File: config.mk
export PLATFORM = sky130hd
export DESIGN_NAME = mvm_input_loader
export DESIGN_NICKNAME = d
export VERILOG_FILES = /design/src/rtl/mvm_input_loader.sv
export SDC_FILE = /design/constraint.sdc
export NUM_CORES = 1
export LEC_CHECK = 0
export CORE_UTILIZATION = 40
export DETAILED_ROUTE_END_ITERATION = 10
export MAX_ROUTING_LAYER = met4
export PLACE_DENSITY = 0.75
export SLEW_MARGIN = 25
export SYNTH_ARGS = -nofsm -noshare
export SYNTH_HDL_FRONTEND = slang
export SYNTH_SLANG_ARGS = --single-unit
File: constraint.sdc
create_clock -name clk -period 2.02 [get_ports clk]
set_input_delay 0.404 -clock clk [delete_from_list [all_inputs] [get_ports clk]]
set_output_delay 0.404 -clock clk [all_outputs]
set_load 0.01 [all_outputs]
File: src/rtl/mvm_input_loader.sv
// Streams a matrix A (row-major) followed by a vector B into their write ports,
// then holds calc_start until the MAC stage reports completion.
module mvm_input_loader #(
  parameter int NROWS_A = 4,
  parameter int NCOLS_A = 4,
  parameter int DATA_W  = 8,
  localparam int NA_ELEM = NROWS_A * NCOLS_A,
  localparam int AW = (NA_ELEM > 1) ? $clog2(NA_ELEM) : 1,
  localparam int BW = (NCOLS_A > 1) ? $clog2(NCOLS_A) : 1
) (
  input  logic              clk,
  input  logic              reset_n,
  input  logic              s_valid,
  input  logic [DATA_W-1:0] s_data,
  output logic              s_ready,
  output logic              a_wr_en,
  output logic [AW-1:0]     a_addr,
  output logic              b_wr_en,
  output logic [BW-1:0]     b_addr,
  output logic [DATA_W-1:0] wr_data,
  output logic              calc_start,
  input  logic              calc_done,
  output logic [7:0]        set_count
);

  typedef enum logic [1:0] {
    LOAD_A    = 2'd0,
    LOAD_B    = 2'd1,
    FLUSH     = 2'd2,
    WAIT_CALC = 2'd3
  } state_t;

  localparam logic [AW-1:0] A_LAST = AW'(NA_ELEM - 1);
  localparam logic [AW-1:0] B_LAST = AW'(NCOLS_A - 1);

  state_t                   state_p0, state_nxt;
  logic [AW-1:0]            cnt_p0;
  logic                     hs_p0;
  logic                     a_vld_p1, b_vld_p1;
  logic [AW-1:0]            a_addr_p1;
  logic [BW-1:0]            b_addr_p1;
  logic signed [DATA_W-1:0] data_p1;
  logic [7:0]               set_cnt;

  assign s_ready = (state_p0 == LOAD_A) || (state_p0 == LOAD_B);
  assign hs_p0   = s_valid && s_ready;

  always_ff @(posedge clk or negedge reset_n) begin
    if (!reset_n) state_p0 <= LOAD_A;
    else          state_p0 <= state_nxt;
  end

  always_comb begin
    state_nxt = state_p0;
    unique case (state_p0)
      LOAD_A:    if (hs_p0 && cnt_p0 == A_LAST) state_nxt = LOAD_B;
      LOAD_B:    if (hs_p0 && cnt_p0 == B_LAST) state_nxt = FLUSH;
      FLUSH:     state_nxt = WAIT_CALC;
      WAIT_CALC: if (calc_done) state_nxt = LOAD_A;
      default:   state_nxt = LOAD_A;
    endcase
  end

  // p0 -> p1: element counter restarts on every state entry
  always_ff @(posedge clk or negedge reset_n) begin
    if (!reset_n) begin
      cnt_p0    <= '0;
      a_vld_p1  <= 1'b0;
      b_vld_p1  <= 1'b0;
      a_addr_p1 <= '0;
      b_addr_p1 <= '0;
      data_p1   <= '0;
      set_cnt   <= 8'd0;
    end else begin
      a_vld_p1 <= hs_p0 && (state_p0 == LOAD_A);
      b_vld_p1 <= hs_p0 && (state_p0 == LOAD_B);
      if (state_nxt != state_p0) cnt_p0 <= '0;
      else if (hs_p0)            cnt_p0 <= cnt_p0 + 1'b1;
      if (hs_p0) data_p1 <= $signed(s_data);
      if (hs_p0 && state_p0 == LOAD_A) a_addr_p1 <= cnt_p0;
      if (hs_p0 && state_p0 == LOAD_B) b_addr_p1 <= cnt_p0[BW-1:0];
      if (state_p0 == WAIT_CALC && calc_done) set_cnt <= set_cnt + 8'd1;
    end
  end

  assign a_wr_en    = a_vld_p1;
  assign b_wr_en    = b_vld_p1;
  assign a_addr     = a_addr_p1;
  assign b_addr     = b_addr_p1;
  assign wr_data    = data_p1;
  assign calc_start = (state_p0 == WAIT_CALC);
  assign set_count  = set_cnt;

endmodule

# --- After elaboration in Yosys (flattened, before gate mapping) ---
# Cells that the tools add are included.
classes:
  reduce_logical: 9
  add_sub_neg: 2
  n_eq_ne: 6
  n_mux: 6
ops:
  columns: ["operator", "count"]
  rows:
  - ["8-bit by 1-bit adder with 8-bit output, second input constant", 1]
  - ["4-bit two-way mux", 2]
  - ["2-bit one-hot mux with 4 select lines", 1]
  - ["1-bit logical AND", 6]
  - ["2-bit two-way mux", 3]
  - ["4-bit by 1-bit adder with 4-bit output, second input constant", 1]
  - ["2-bit equality test, second input constant", 2]
  - ["4-bit by 2-bit equality test with 1-bit output, second input constant", 1]
  - ["4-bit equality test, second input constant", 1]
  - ["2-bit by 1-bit equality test with 1-bit output, second input constant", 1]
  - ["2-bit zero test", 1]
  - ["2-bit != test", 1]
  - ["2-bit nonzero test", 1]
  - ["1-bit logical OR", 1]
word_totals:
  elab_cells: 31
  out_inout_bits: 26
  in_bits: 12
  reg_bits: 30

# --- Longest topological paths before layout ---
depth:
  ltp_word: 8
  depth_mapped: 4
  depth_no_buf: 4

# --- Least setup slack after synthesis ---
# Ideal clock, no wire load.
synth_path:
  path_type: "register to register"
  from: "register state_p0[1]"
  to: "register a_addr_p1[0] (netlist: a_addr[0])"
  t_arrival_ps: 1168
  n_path_buf: 0
  setup_ps: 125
  slack_ps: 728
  period_less_slack_ps: 1292
  t_required_ps: 1895
  path_stages_with_launch: 4
  cell_sequence: "dfrtp_1 -> nand2b_4 -> nor2_1 -> mux2_2"
synth_between:
  elab_chain_len: 4
  word_cells_on_any_way: 5
  cone_classes: "eq/ne: 1; reduce/logical: 4"
synth_lines:
  columns: ["element", "line_no", "rtl"]
  rows:
  - ["from (decl)", "36", "state_t state_p0, state_nxt;"]
  - ["from (signal assigned)", "50", "else state_p0 <= state_nxt;"]
  - ["2-bit by 1-bit equality test with 1-bit output or 2-bit zero test (tied branches)", "45, 80", null]
  - ["1-bit logical OR", "45", "assign s_ready = (state_p0 == LOAD_A) || (state_p0 == LOAD_B);"]
  - ["1-bit logical AND", "46", "assign hs_p0 = s_valid && s_ready;"]
  - ["1-bit logical AND (*)", "80", "if (hs_p0 && state_p0 == LOAD_A) a_addr_p1 <= cnt_p0;"]
  - ["to (signal assigned)", "80", null]
  - ["to (decl)", "40", "logic [AW-1:0] a_addr_p1;"]
# Mark *: on every way between the ends. The rest lies on a longest branch, timed or not.
# A chain may end at the register's enable or synchronous reset.

# --- Worst setup path after layout ---
layout_path:
  from: "register state_p0[0]"
  to: "output calc_start"
layout_between:
  elab_chain_len: 1
layout_lines:
  columns: ["element", "line_no", "rtl"]
  rows:
  - ["2-bit equality test", "91", "assign calc_start = (state_p0 == WAIT_CALC);"]
  - ["to (decl)", "21", "output logic calc_start,"]
# Every way passes these cells.

==> results.sh <==
export IMPL_cts_buffers_inserted=5
export IMPL_crit_path_end="calc_start"
export IMPL_synth_edff_count=0
export IMPL_synth_ff_type="dfrtp_1"
export IMPL_crit_chain="and2_1 > clkdlybuf4s50_1"
export IMPL_nets=175
export IMPL_syn_num_nets=131
export IMPL_first_pass_iters=4
export IMPL_clock_fmax_mhz=520
export IMPL_slew_violations=0
export IMPL_maxCapViolCount=0
export IMPL_setup_ws_ns=0.0968
export IMPL_cts_setup_buffers=0
export IMPL_fin_area_um2=1800
export IMPL_hold_viol_final=0
export IMPL_cts_tree="done"
export IMPL_cts_sinks=30
export IMPL_synth_adder_area_share=0.0193
export IMPL_synth_top_area_share=0.578
export IMPL_fp_dieW_um=59.0
export IMPL_ys_warn_count=0
export IMPL_leakagePower_nw=0.850
export IMPL_critPathMaxStageDelay_ns=0.54
export IMPL_reg2reg_slack_ns=0.63
export IMPL_synthXorXnorAreaFrac=0.0607
export IMPL_avgRoutedWirePerCell_um=13.1
export IMPL_grt_max_degree=31
export IMPL_antenna_found_initial=0
export IMPL_cts_path_max_buffers=2
export IMPL_insertedDiodeCount=0
export IMPL_dpl_cell_count=198
export IMPL_syn_inst=117
export IMPL_gp_congestion=0.786
export IMPL_area_growth_syn_to_layout_pct=38.9
export IMPL_synth_cell_types=27
export IMPL_cp_required_ns=1.62
export IMPL_crit_type="register to output pin"
export IMPL_irDropWorstVdd_v=0.000561
export IMPL_hold_path_class="primary input to asynchronous set/reset pin"
export IMPL_pre_cts_ws_ns=0.118
export IMPL_slowest_stage="clkdlybuf4s50_1"
export IMPL_p_per_area_nw_per_um2=1260
export IMPL_finalSetupTns_ns=0
export IMPL_layout_drive_gt1_share=0.136
export IMPL_worst_path_max_fanout=10
export IMPL_via_per_inst=4.89
export IMPL_drt_iter0_drc=23
export IMPL_clk_pin_slew_ns=0.10
export IMPL_wirelength_um=2700
export IMPL_reg2regPathDepth=3
export IMPL_dp_hpwl_um=1970
export IMPL_rsz0062_at_grt="false"
export IMPL_min_period_over_period=0.952
export IMPL_intPower_mw=1.53
export IMPL_netlist_area_um2=1300
export IMPL_post_cts_resize_count=1
export IMPL_synth_area_leaders="dfrtp_1 58%, nand2_1 8.7%, mux2_2 3.5%"
export IMPL_cts_root_buf="clkbuf_4"
export IMPL_outcome="complete, no violations"
export IMPL_hold_buffers=0
export IMPL_cp_start_kind="register"
export IMPL_switching_share=0.326
export IMPL_whs_ns=0.450
export IMPL_grt_total_usage=0.188
export IMPL_yosys_register_bits=30
export IMPL_synthArstFlopShare=1.00
export IMPL_dieArea_um2=3480
export IMPL_worstMarginPinSlew_ns=0.377
export IMPL_power_share_combinational=0.364
export IMPL_synth_seq_area_share=0.578
export IMPL_power_switching_mw=0.742
export IMPL_num_rows=20
export IMPL_htree_num_levels=2
export IMPL_setup_viol=0
export IMPL_fin_util=0.586
export IMPL_synth_compound_area_frac=0.0366
export IMPL_synth_mux_area_fraction=0.0655
export IMPL_clk_latency_ns=0.33
export IMPL_power_mw=2.28
export IMPL_core_um2=3080
export IMPL_initial_core_util=0.422
export IMPL_vias=1008
export IMPL_pwr_share_clk=0.203
export IMPL_route_detailed_drc=0
export IMPL_startpoint="state_p0[0]"
export IMPL_synth_top_cell_by_area="dfrtp_1"
export IMPL_r2r_end="a_addr[1]"
export IMPL_finClkSkew_ns=0.0125
export IMPL_ys_top_cells_by_count="30 x dfrtp_1, 30 x nand2_1, 6 x nor3_1"
export IMPL_synth_top_family_by_area="simple AND/OR/NAND/NOR gates"
export IMPL_place_area_um2=1720
export IMPL_final_cells=206
export IMPL_synth_simple_area_share=0.214
export IMPL_ioPinCount=38
export IMPL_ant_nets=0
export IMPL_cp_end_kind="output pin"
export IMPL_min_period_ns=1.92
export IMPL_grt_first_pass_wirelength_um=4640
export IMPL_grt_pass1_vias=1031
export IMPL_pwr_share_seq=0.433
export IMPL_grt_ovfl_total=0
export IMPL_worstReg2RegStart="state_p0[1]"
export IMPL_postSynthAreaPerCell_um2=11.1
export IMPL_maxSlewHeadroom=0.749
export IMPL_die_h_um=59.0
export IMPL_crit_arrival_ns=1.52
export IMPL_portBuffers=37
worst min-delay path by stage:
stage | start | end
floorplan | reset_n | a_addr[0]
global placement | set_count[7] | set_count[7]
detailed placement | set_count[7] | set_count[7]
CTS | reset_n | wr_data[6]
global route | reset_n | wr_data[6]
finish | reset_n | cnt_p0[3]
cell families after synthesis:
family                   count (synthesis)
AO/OA/AOI/OAI                            7
multiplexers                             7
buffers and inverters                    6
adder cells (fa/ha/maj)                  2
AND/OR/NAND/NOR                         56
XOR/XNOR                                 9
flip-flops                              30
critical path, delay by kind of cell, from the launching register on:
family	cells	cell delay, ns
buffers and inverters	1	0.54
flip-flops	1	0.49
AND/OR/NAND/NOR	1	0.17
layer usage:
layer / vias up / GRT usage / routed length (µm)
met5: - / - / 0
met4: 0 / 0.0510 / 22
met3: 4 / 0.0655 / 171
met2: 44 / 0.310 / 1270
met1: 482 / 0.217 / 1230
li1: 478 / - / -
power by group through the flow:
stage | logic, mW | clock network [mW] | registers, mW
3_3_place_gp | 0.810 | 0 | 0.979
2_1_floorplan | 0.395 | 0 | 0.994
3_5_place_dp | 0.835 | 0 | 0.991
5_1_grt | 0.912 | 0.507 | 1.02
6_report | 0.828 | 0.463 | 0.986
4_1_cts | 0.841 | 0.479 | 0.985
flip-flops by register name (all words and copies together), names as in the netlist:
signal,cells
set_count,8
wr_data,8
a_addr,4
cnt_p0,4
b_addr,2
state_p0,2
a_wr_en,1
b_wr_en,1
cells in the final DEF (no fill, tap or decap), types with 2 or more instances in the layout:
cell type,n
nand3_1,3
clkdlybuf4s50_1,37
nor2_1,2
xor2_1,4
dfrtp_2,2
nor3_1,6
buf_4,3
mux2_2,4
and2_1,2
nand2_1,30
dfrtp_1,28
ha_1,2
nand4_1,3
xnor2_1,5
nand3b_1,3
o21ai_0,2
mux2_4,2
clkbuf_4,5
a211oi_1,2
clkinv_2,2
and3_1,2
inv_1,3
cell type report:
cell class                 count  area (µm²)
clock buffer                   5        37.5
clock inverter                 3        40.0
fill                         275        1270
inverter                       3        11.3
multi-input combinational     81         514
sequential                    30         753
tap                           44        55.1
timing repair buffer          40         393
No activity file was read; power rests on OpenSTA's default activity.
